<file path="src/rtl/stage_monitor.sv">
// Watches the sequencer's per-stage release lines and the stages' done pulses.
// Tracks progress, measures per-stage latency and flags order and stall faults.
module stage_monitor #(
    parameter int N_STAGE = 5,
    parameter int CNT_W   = 32,
    parameter int TIMEOUT = 200
) (
    input  logic               clk,
    input  logic               rst,
    input  logic [N_STAGE-1:0] stage_go_n,
    input  logic [N_STAGE-1:0] stage_done,
    output logic [2:0]         cur_stage,
    output logic [N_STAGE-1:0] done_mask,
    output logic               all_done,
    output logic [CNT_W-1:0]   cycle_count,
    output logic [CNT_W-1:0]   last_latency,
    output logic               err_order,
    output logic               err_timeout,
    output logic [2:0]         err_stage
);

    typedef enum logic [2:0] {IDLE, RUN, WAIT_GO, COMPLETE, FAULT} state_t;

    localparam logic [CNT_W-1:0] TO_LIM = CNT_W'(TIMEOUT - 1);
    localparam logic [2:0]       LAST   = 3'(N_STAGE - 1);

    state_t             state, state_n;
    logic [2:0]         cur_n, err_stage_n;
    logic [N_STAGE-1:0] mask_n;
    logic [CNT_W-1:0]   cnt_n, lat_n, cnt_inc;
    logic               eo_n, et_n;

    logic [N_STAGE-1:0] cur_bit;
    logic               all_ones, order_bad, done_ok, done_bad, rel, is_last;

    // A stage released while the one below it is still held is an order fault.
    assign order_bad = |(~stage_go_n[N_STAGE-1:1] & stage_go_n[N_STAGE-2:0]);
    assign all_ones  = &stage_go_n;
    assign cur_bit   = N_STAGE'(1) << cur_stage;
    assign done_ok   = |(stage_done & cur_bit);
    assign done_bad  = |(stage_done & ~cur_bit);
    assign rel       = |(~stage_go_n & cur_bit);
    assign is_last   = (cur_stage == LAST);
    assign cnt_inc   = (&cycle_count) ? cycle_count : cycle_count + 1'b1;
    assign all_done  = (state == COMPLETE);

    always_ff @(posedge clk or negedge rst) begin
        if (!rst) begin
            state        <= IDLE;
            cur_stage    <= '0;
            done_mask    <= '0;
            cycle_count  <= '0;
            last_latency <= '0;
            err_order    <= 1'b0;
            err_timeout  <= 1'b0;
            err_stage    <= '0;
        end else begin
            state        <= state_n;
            cur_stage    <= cur_n;
            done_mask    <= mask_n;
            cycle_count  <= cnt_n;
            last_latency <= lat_n;
            err_order    <= eo_n;
            err_timeout  <= et_n;
            err_stage    <= err_stage_n;
        end
    end

    always_comb begin
        state_n     = state;
        cur_n       = cur_stage;
        mask_n      = done_mask;
        cnt_n       = cycle_count;
        lat_n       = last_latency;
        eo_n        = err_order;
        et_n        = err_timeout;
        err_stage_n = err_stage;
        unique case (state)
            IDLE: begin
                if (order_bad) begin
                    state_n     = FAULT;
                    eo_n        = 1'b1;
                    err_stage_n = cur_stage;
                end else if (!stage_go_n[0]) begin
                    state_n = RUN;
                    cur_n   = '0;
                    cnt_n   = '0;
                end
            end
            RUN, WAIT_GO: begin
                if (all_ones) begin
                    state_n = IDLE;
                    cur_n   = '0;
                    mask_n  = '0;
                    cnt_n   = '0;
                end else if (order_bad || done_bad) begin
                    state_n     = FAULT;
                    eo_n        = 1'b1;
                    err_stage_n = cur_stage;
                end else if (state == RUN && done_ok) begin
                    lat_n  = cycle_count;
                    mask_n = done_mask | cur_bit;
                    if (is_last) begin
                        state_n = COMPLETE;
                    end else begin
                        state_n = WAIT_GO;
                        cur_n   = cur_stage + 3'd1;
                        cnt_n   = '0;
                    end
                end else if (state == WAIT_GO && rel) begin
                    state_n = RUN;
                    cnt_n   = '0;
                end else if (cycle_count == TO_LIM) begin
                    state_n     = FAULT;
                    et_n        = 1'b1;
                    err_stage_n = cur_stage;
                end else begin
                    cnt_n = cnt_inc;
                end
            end
            COMPLETE: begin
                if (all_ones) begin
                    state_n = IDLE;
                    cur_n   = '0;
                    mask_n  = '0;
                    cnt_n   = '0;
                end else if (order_bad) begin
                    state_n     = FAULT;
                    eo_n        = 1'b1;
                    err_stage_n = cur_stage;
                end
            end
            FAULT: state_n = FAULT;
            default: state_n = IDLE;
        endcase
    end

endmodule

</file>
<file path="config.mk">
export PLATFORM = sky130hd
export DESIGN_NAME = stage_monitor
export DESIGN_NICKNAME = d
export VERILOG_FILES = /design/src/rtl/stage_monitor.sv
export SDC_FILE = /design/constraint.sdc
export NUM_CORES = 1
export LEC_CHECK = 0
export CELL_PAD_IN_SITES_DETAIL_PLACEMENT = 1
export CELL_PAD_IN_SITES_GLOBAL_PLACEMENT = 2
export CORE_MARGIN = 3
export CORE_UTILIZATION = 39
export CTS_CLUSTER_DIAMETER = 60
export DETAILED_ROUTE_END_ITERATION = 6
export DONT_BUFFER_PORTS = 1
export PLACE_DENSITY_LB_ADDON = 0.15
export SETUP_SLACK_MARGIN = 0.2
export SLEW_MARGIN = 30
export SYNTH_ARGS = -nofsm -noshare
export SYNTH_HDL_FRONTEND = slang
export SYNTH_SLANG_ARGS = --single-unit
</file>
<file path="constraint.sdc">
create_clock -name clk -period 3.2 [get_ports clk]
set_input_delay 0.64 -clock clk [delete_from_list [all_inputs] [get_ports clk]]
set_output_delay 0.64 -clock clk [all_outputs]
set_load 0.1 [all_outputs]
</file>
==> results of run 1 <==
## area by class of cell
type / instances / area [µm²]
clock buffers: 9 / 225
clock inverters: 7 / 95.1
flip-flops and latches: 80 / 2010
fillers: 1244 / 5790
repair buffers: 49 / 388
multi-input cells: 333 / 2250
well taps: 140 / 175
inverters: 13 / 48.8
## cells in the final DEF, fill, tap and decap left out, types with 3 or more instances in the layout
| cell type | synthesis | layout |
|---|---|---|
| ha_1 | 6 | 6 |
| a31oi_1 | 30 | 30 |
| and2_1 | 7 | 7 |
| a211oi_1 | 5 | 5 |
| buf_4 | 1 | 48 |
| a21oi_1 | 12 | 12 |
| nor2b_1 | 10 | 10 |
| or2_2 | 3 | 3 |
| nor3_1 | 5 | 5 |
| nor4_1 | 20 | 19 |
| nor3b_1 | 4 | 4 |
| o22ai_1 | 4 | 4 |
| and4_1 | 3 | 3 |
| a41oi_1 | 7 | 7 |
| mux2_2 | 32 | 32 |
| nor2_1 | 19 | 18 |
| nand4_1 | 11 | 11 |
| o21ai_0 | 18 | 18 |
| o31ai_1 | 5 | 5 |
| dfrtp_1 | 80 | 77 |
| o211ai_1 | 4 | 4 |
| nand3_1 | 19 | 19 |
| inv_1 | 13 | 13 |
| nand2_1 | 50 | 50 |
| dfrtp_2 | 0 | 3 |
| mux2i_1 | 3 | 3 |
| and3_1 | 8 | 8 |
| clkbuf_16 | 0 | 9 |
| or3_1 | 6 | 6 |
## power by group
part	internal [mW]	switching (mW)
sequential	1.02	0.0294
clock	0.685	0.446
combinational	0.0193	0.0517
total	1.72	0.527
## state kept, by name, summed over array words and instances (netlist names)
| register | flops |
|---|---|
| done_mask | 5 |
| cycle_count | 32 |
| err_order | 1 |
| last_latency | 32 |
| cur_stage | 3 |
| err_timeout | 1 |
| err_stage | 3 |
| state | 3 |
## routing by layer
layer,up-vias,track usage,wire length (µm)
met3,20,0.0476,755
met1,1978,0.310,6400
met4,0,0.0978,309
li1,1764,-,-
met2,101,0.370,6670
met5,-,0,0
## logic make-up after synthesis
group,count (synthesis),synth area share
multiplexers,37,0.0937
XOR/XNOR,1,0.00197
adder cells (fa/ha/maj),6,0.0169
AO/OA/AOI/OAI,106,0.164
buffers and inverters,42,0.0470
AND/OR/NAND/NOR,183,0.226
flip-flops,80,0.450
## final timing paths
check | startpoint | to | slack [ns] | depth (start not counted)
min | rst | done_mask[2] | 0.20 | 1
min reg2reg | cycle_count[14] | cycle_count[14] | 0.59 | 1
min in group clk | cycle_count[14] | cycle_count[14] | 0.59 | 1
max reg2reg | cycle_count[0] | cycle_count[27] | 0.43 | 7
max | cycle_count[0] | cycle_count[27] | 0.43 | 7
max in group asynchronous | rst | cur_stage[1] | 2.68 | 1
## critical path, delay by kind of cell (launching register included)
family / cells / cell delay (ns)
and+or+nand+nor: 4 / 1.48
DFF: 1 / 0.36
AOI/OAI and AO/OA: 2 / 0.48
buffers and inverters: 1 / 0.31
## repair_timing
action / CTS / global route
endpoints found under the hold margin: 80 / 0
buffers inserted: 0 / 0
hold buffers: 1 / 0
gates resized for setup: 0 / 2
endpoints found under the setup margin: 0 / 4
==> results_dict.tcl, run 1 <==
set metrics [dict create \
    status "finished, final reports clean" \
    startpoint_type "flop" \
    synth_warnings 0 \
    cap_violations 0 \
    yosysMostFrequentCell "dfrtp_1" \
    crit_path_end_kind "flop" \
    rsz0062_at_grt "false" \
    place_inst 614 \
    ys_top_cells_by_area "dfrtp_1 45%, mux2_2 8.1%, a31oi_1 4.2%, nand2_1 4.2%, nor4_1 2.8%" \
    fp.dieH_um 113 \
    numCtsBuffers 9 \
    drtAntennaViolNets 0 \
    slew_headroom 0.384 \
    setup_ws_ns 0.432 \
    io_buffer_count 0 \
    yosys.area.top_type "dfrtp_1" \
    hold_path_class "input port to async pin" \
    finish.utilization 0.473 \
    fin_tns_setup_ns 0 \
    grt_pass1_vias 4185 \
    worst_path_largest_cell_delay_ns 0.58 \
    critPathKind "flop to flop" \
    clockBufferDepth 2 \
    clkLatencyLatePin_ns 0.35 \
    grt_antenna_before_repair 0 \
    synthFlopType "dfrtp_1" \
    cpMostUsedCell "nand3_1" \
    syn_area_per_cell_um2 9.78 \
    design_area_mm2 0.00519 \
    synth_nets 473 \
    drt_iter0_markers 207 \
    cp.arrival_ns 2.99 \
    pre_cts_slack_ns 0.355 \
    ios 90 \
    core_area_mm2 0.0110 \
    synth_edf_count 0 \
    final_cells 631 \
    worstPathMaxFanout 8 \
    tritoncts "done" \
    synth-seq-cells 80 \
    initial_core_util 0.405 \
    finalCriticalPeriod_ns 2.77 \
    holdWs_ns 0.198 \
    finalPower_mw 2.25 \
    track_usage 0.233 \
    fmax_mhz 361 \
    synthArstFlopShare 1.00 \
    wl_per_cell_um 22.4 \
    cts_sinks 80 \
    vias_per_cell 6.12 \
    antenna_cells 0 \
    fin_worst_skew_ns 0.00685 \
    critPathSlowestCell "or4_1" \
    die_w_um 113 \
    fp.dieArea_mm2 0.0127 \
    postSynthCellCount 455 \
    gp_congestion 0.838 \
    tightest_slew_ns 0.924 \
    power.density_mw_per_mm2 433 \
    power.leakage_nw 2.24 \
    post-route-period-util 0.865 \
    grt_max_degree 81 \
    slew_viol_final 0 \
    fin_nets 504 \
    areaGrowthSynthToFinish_pct 16.7 \
    drive_gt1_frac 0.240 \
    vias 3863 \
    synth_commonest_cells "80 x dfrtp_1, 50 x nand2_1, 32 x mux2_2, 30 x a31oi_1, 20 x nor4_1" \
    hold_viol_final 0 \
    synth_top_area_share 0.450 \
    vdd_ir_drop_max_mv 0.207 \
    cp.required_ns 3.43 \
    drt-total-wl_mm 14.1 \
    grt_pass1_wl_mm 23.4 \
    yosysSeqAreaShare 0.450 \
    cts_root_buffer "clkbuf_16" \
    synth_cell_types 64 \
    drc 0 \
    setup_viol 0 \
    gr-total-overflow 0 \
    htreeDepth 3 \
    first_pass_iters 5 \
    crit_chain "buf_4 > nand3_1 > or4_1 > nor2_1 > nand3_1 > a211oi_1 > o22ai_1" \
    syn-cell-area_mm2 0.00445 \
    cts.clk_slew.worst_paths_ns 0.07 \
    dp_hpwl_mm 9.90 \
    place_area_mm2 0.00483 \
    row_count 38 \
]
Note: power is estimated with default switching activity, not from simulation.
==> run 2: changes to the inputs <==
CORE_ASPECT_RATIO = 1.2   (was not set)
==> results_dict.tcl, run 2 (synthesis gave the netlist of run 1 again) <==
set metrics [dict create \
    status "finished, final reports clean" \
    p_seq_frac 0.504 \
    startpoint_type "flop" \
    post_cts_buffers 0 \
    fp.dieArea_mm2 0.0127 \
    power.leakage_nw 2.23 \
    die_w_um 103 \
    clkPwrFrac 0.461 \
    drc 0 \
    combPwrFrac 0.034 \
    areaGrowthSynthToFinish_pct 16.1 \
    initial_core_util 0.401 \
    pre_cts_slack_ns 0.417 \
    antenna_cells 0 \
    dp_hpwl_mm 10.1 \
    finish.utilization 0.466 \
    fp.dieH_um 123 \
    r2r_start "cur_stage[2]" \
    ios 90 \
    cp.arrival_ns 3.02 \
    critPathSlowestCell "dfrtp_2" \
    grt_antenna_before_repair 0 \
    drt-total-wl_mm 14.0 \
    clkLatencyLatePin_ns 0.34 \
    cp_top_family "simple AND/OR/NAND/NOR gates" \
    worstPathMaxFanout 11 \
    slew_viol_final 0 \
    critPathKind "flop to flop" \
    post-route-period-util 0.875 \
    finalCriticalPeriod_ns 2.80 \
    grtUsageMet3 0.0553 \
    final_cells 647 \
    cp.required_ns 3.42 \
    fin_tns_setup_ns 0 \
    place_area_mm2 0.00486 \
    clockBufferDepth 2 \
    row_count 42 \
    drt_iter0_markers 193 \
    vias_per_cell 6.00 \
    grt_pass1_wl_mm 22.1 \
    p_int_mw 1.58 \
    cts_sinks 80 \
    htreeDepth 3 \
    numCtsBuffers 9 \
    cts_root_buffer "clkbuf_16" \
    switching_share 0.239 \
    drive_gt1_frac 0.237 \
    tightest_slew_ns 0.943 \
    vias 3880 \
    setup_ws_ns 0.400 \
    io_buffer_count 0 \
    fill_cells 1222 \
    layout_commonest_cell "dfrtp_1" \
    hold_path_class "input port to async pin" \
    grt_pass1_vias 4062 \
    vdd_ir_drop_max_mv 0.278 \
    worst-path-buf-inv 1 \
    gp_congestion 0.836 \
    fin_nets 506 \
    reg_top3 "cycle_count x32, last_latency x32, done_mask x5" \
    fmax_mhz 357 \
    hold_viol_final 0 \
    worst_path_largest_cell_delay_ns 0.49 \
    first_pass_iters 4 \
    holdWs_ns 0.191 \
    cap_violations 0 \
    busiest_layer "met2" \
    layout_common_cells "77 x dfrtp_1, 50 x nand2_1, 50 x buf_4" \
    switchingPower_mw 0.494 \
    met2_usage 0.380 \
    fin_worst_skew_ns 0.00892 \
    cts.clk_slew.worst_paths_ns 0.06 \
    drtAntennaViolNets 0 \
    tritoncts "done" \
    core_area_mm2 0.0111 \
    grt_max_degree 81 \
    crit_chain "inv_1 > ha_1 > nor2b_1 > nor4_1 > nand3_2 > a311o_1 > or2_1 > mux2_1" \
    setup_viol 0 \
    slew_headroom 0.371 \
    track_usage 0.226 \
    finalPower_mw 2.07 \
    gr-total-overflow 0 \
    crit_path_end_kind "flop" \
    power.density_mw_per_mm2 401 \
    crit_path_start "cur_stage[2]" \
    wl_per_cell_um 21.6 \
    design_area_mm2 0.00516 \
    place_inst 630 \
    rsz0062_at_grt "false" \
    met1_usage 0.287 \
]
-- run 2: cell type report --
class                      instances  area, µm²  area share
multi-input combinational        333       2250       0.435
sequential                        80       2010       0.388
clock inverter                     4       22.5     0.00436
clock buffer                      12        246      0.0477
timing repair buffer              51        403      0.0780
tap                              154        193      0.0373
inverter                          13       48.8     0.00945
-- run 2: power groups by stage --
stage | sequential, mW | combinational, mW | clock [mW]
2_1_floorplan | 1.08 | 0.0227 | 0
3_3_place_gp | 1.06 | 0.0465 | 0
3_5_place_dp | 1.06 | 0.0473 | 0
4_1_cts | 1.05 | 0.0724 | 0.978
5_1_grt | 1.05 | 0.0775 | 1.03
6_report | 1.05 | 0.0708 | 0.957
-- run 2: path summary, 6_finish.rpt --
check                      slack, ns  cells past startpoint         endpoint
max                             0.40                      8     cur_stage[0]
min in group clk                0.57                      1     cur_stage[0]
min reg2reg                     0.57                      1     cur_stage[0]
max reg2reg                     0.40                      8     cur_stage[0]
max in group asynchronous       2.65                      1  cycle_count[20]
min                             0.19                      1     done_mask[1]
-- run 2: per-layer routing --
metal  up-vias  share of wire
li1       1785              -
met1      1991           0.43
met2        90           0.51
met3        14          0.051
met4         0          0.014
met5         -              0
-- run 2: what timing repair did --
action	CTS	global route
endpoints found under the setup margin	0	3
resized for setup	0	1
hold endpoints to repair	80	0
hold buffers	1	0
==> run 3: changes to the inputs <==
CORE_UTILIZATION = 35   (was 39)
SLEW_MARGIN = 20   (was 30)
clock period = 2.3 ns   (was 3.2 ns; I/O delays follow)
==> results_dict.tcl, run 3 (synthesis gave the netlist of run 1 again) <==
set metrics [dict create \
    cpMostUsedCell "buf_6" \
    gp_congestion 0.903 \
    cts.clk_slew.worst_paths_ns 0.06 \
    clkLatencyLatePin_ns 0.34 \
    worstPathMaxFanout 6 \
    grt_pass1_wl_mm 25.4 \
    track_usage 0.235 \
    cts_root_buffer "clkbuf_16" \
    r2r_slack_ns -0.18 \
    startpoint_type "flop" \
    status "finished with violations" \
    io_buffer_count 0 \
    power.leakage_nw 2.82 \
    cp.arrival_ns 2.71 \
    violations "hold timing, setup timing" \
    gr-total-overflow 0 \
    drt_iter0_markers 181 \
    fp.dieH_um 129 \
    vdd_ir_drop_max_mv 0.346 \
    areaGrowthSynthToFinish_pct 50.0 \
    power.density_mw_per_mm2 481 \
    wl_per_cell_um 23.2 \
    core_area_mm2 0.0123 \
    layout_common_cells "101 x buf_4, 48 x dfrtp_1, 43 x nand2_1" \
    row_count 44 \
    rsz0062_at_grt "true" \
    design_area_mm2 0.00667 \
    hold_viol_final 80 \
    fmax_mhz 403 \
    critPathSlowestCell "dfrtp_4" \
    initial_core_util 0.362 \
    htreeDepth 3 \
    cp.required_ns 2.53 \
    fp.dieArea_mm2 0.0141 \
    dp_hpwl_mm 11.1 \
    place_area_mm2 0.00551 \
    vias 4333 \
    crit_path_end_kind "flop" \
    holdWs_ns -0.194 \
    drc 0 \
    vias_per_cell 5.90 \
    reg_top3 "cycle_count x32, last_latency x32, done_mask x5" \
    fin_tns_setup_ns -6.51 \
    tritoncts "done" \
    fill_cells 1307 \
    drt-total-wl_mm 17.1 \
    fin_worst_skew_ns 0.00536 \
    setup_viol 72 \
    tightest_slew_ns 0.944 \
    finalCriticalPeriod_ns 2.48 \
    critPathKind "flop to flop" \
    numCtsBuffers 9 \
    fin_nets 587 \
    drtAntennaViolNets 0 \
    crit_chain "buf_6 > ha_4 > ha_4 > buf_6 > nand2_2 > o2111a_2 > o22ai_4 > o21bai_4 > a21oi_2 > buf_6 > mux2_4" \
    hold_path_class "input port to async pin" \
    first_pass_iters 6 \
    post-route-period-util 1.08 \
    grt_max_degree 81 \
    grt_antenna_before_repair 0 \
    grt_pass1_vias 4708 \
    ios 90 \
    layout_commonest_cell "buf_4" \
    slew_headroom 0.370 \
    finalPower_mw 3.21 \
    die_w_um 109 \
    worst_path_largest_cell_delay_ns 0.51 \
    cts_sinks 80 \
    antenna_cells 0 \
    clockBufferDepth 2 \
    cap_violations 0 \
    slew_viol_final 0 \
    pre_cts_slack_ns -0.224 \
    drive_gt1_frac 0.505 \
    setup_ws_ns -0.181 \
    finish.utilization 0.544 \
]
-- run 3: cell count changes in the layout (fill, tap and decap cells not counted), sizes merged --
cell,delta
bufbuf,+1
clkbuf,+2
clkinv,-3
buf,+77
clkinvlp,+1
bufinv,+3
-- run 3: power by group --
| group | switching [mW] | leakage [nW] | internal (mW) |
|---|---|---|---|
| Combinational | 0.0888 | 1.62 | 0.0427 |
| Clock | 0.593 | 0.156 | 1.06 |
| Sequential | 0.00852 | 1.05 | 1.41 |
| Total | 0.690 | 2.82 | 2.52 |
-- run 3: metal layers --
metal / wire (µm) / track usage / vias up / share of wire
met4: 474 / 0.0944 / 0 / 0.028
met1: 6770 / 0.278 / 2237 / 0.40
li1: - / - / 1940 / -
met3: 795 / 0.0424 / 33 / 0.047
met2: 9010 / 0.418 / 123 / 0.53
met5: 0 / 0 / - / 0
-- run 3: area by class of cell --
class                   count  area (µm²)  area share
clock buffers              11         233      0.0349
inverters                  13        51.3     0.00769
clock inverters             5         105      0.0157
well taps                 161         201      0.0302
flip-flops and latches     80        2080       0.311
multi-input cells         333        2720       0.408
repair buffers            132        1280       0.193
-- run 3: critical path, delay by kind of cell, from the launching register on --
family / cells / cell delay, ns
AO/OA/AOI/OAI: 4 / 0.82
flip-flops: 1 / 0.51
buffers and inverters: 3 / 0.38
adder cells (fa/ha/maj): 2 / 0.31
multiplexers: 1 / 0.29
AND/OR/NAND/NOR: 1 / 0.04
-- run 3: repair_timing --
item,CTS,global route
resized for setup,52,56
setup endpoints to repair,79,79
setup buffers,15,7
endpoints found under the hold margin,80,80
pin swaps,17,13
cloned,3,3
-- run 3: metrics by stage --
| stage | cells | hold WS (ns) |
|---|---|---|
| after global placement | 691 | 0.166 |
| after global routing | 735 | -0.211 |
| after detailed placement | 691 | 0.167 |
| final | 735 | -0.194 |
| after CTS | 725 | -0.206 |
| after floorplan | 455 | 0.164 |
-- run 3: path summary, 6_finish.rpt --
kind,startpoint,cells past startpoint,endpoint
max in group asynchronous,rst,0,cycle_count[25]
hold reg to reg,done_mask[2],2,done_mask[2]
setup / recovery,cur_stage[1],11,err_stage[2]
setup reg to reg,cur_stage[1],11,err_stage[2]
min in group clk,done_mask[2],2,done_mask[2]
hold / removal,rst,0,done_mask[0]
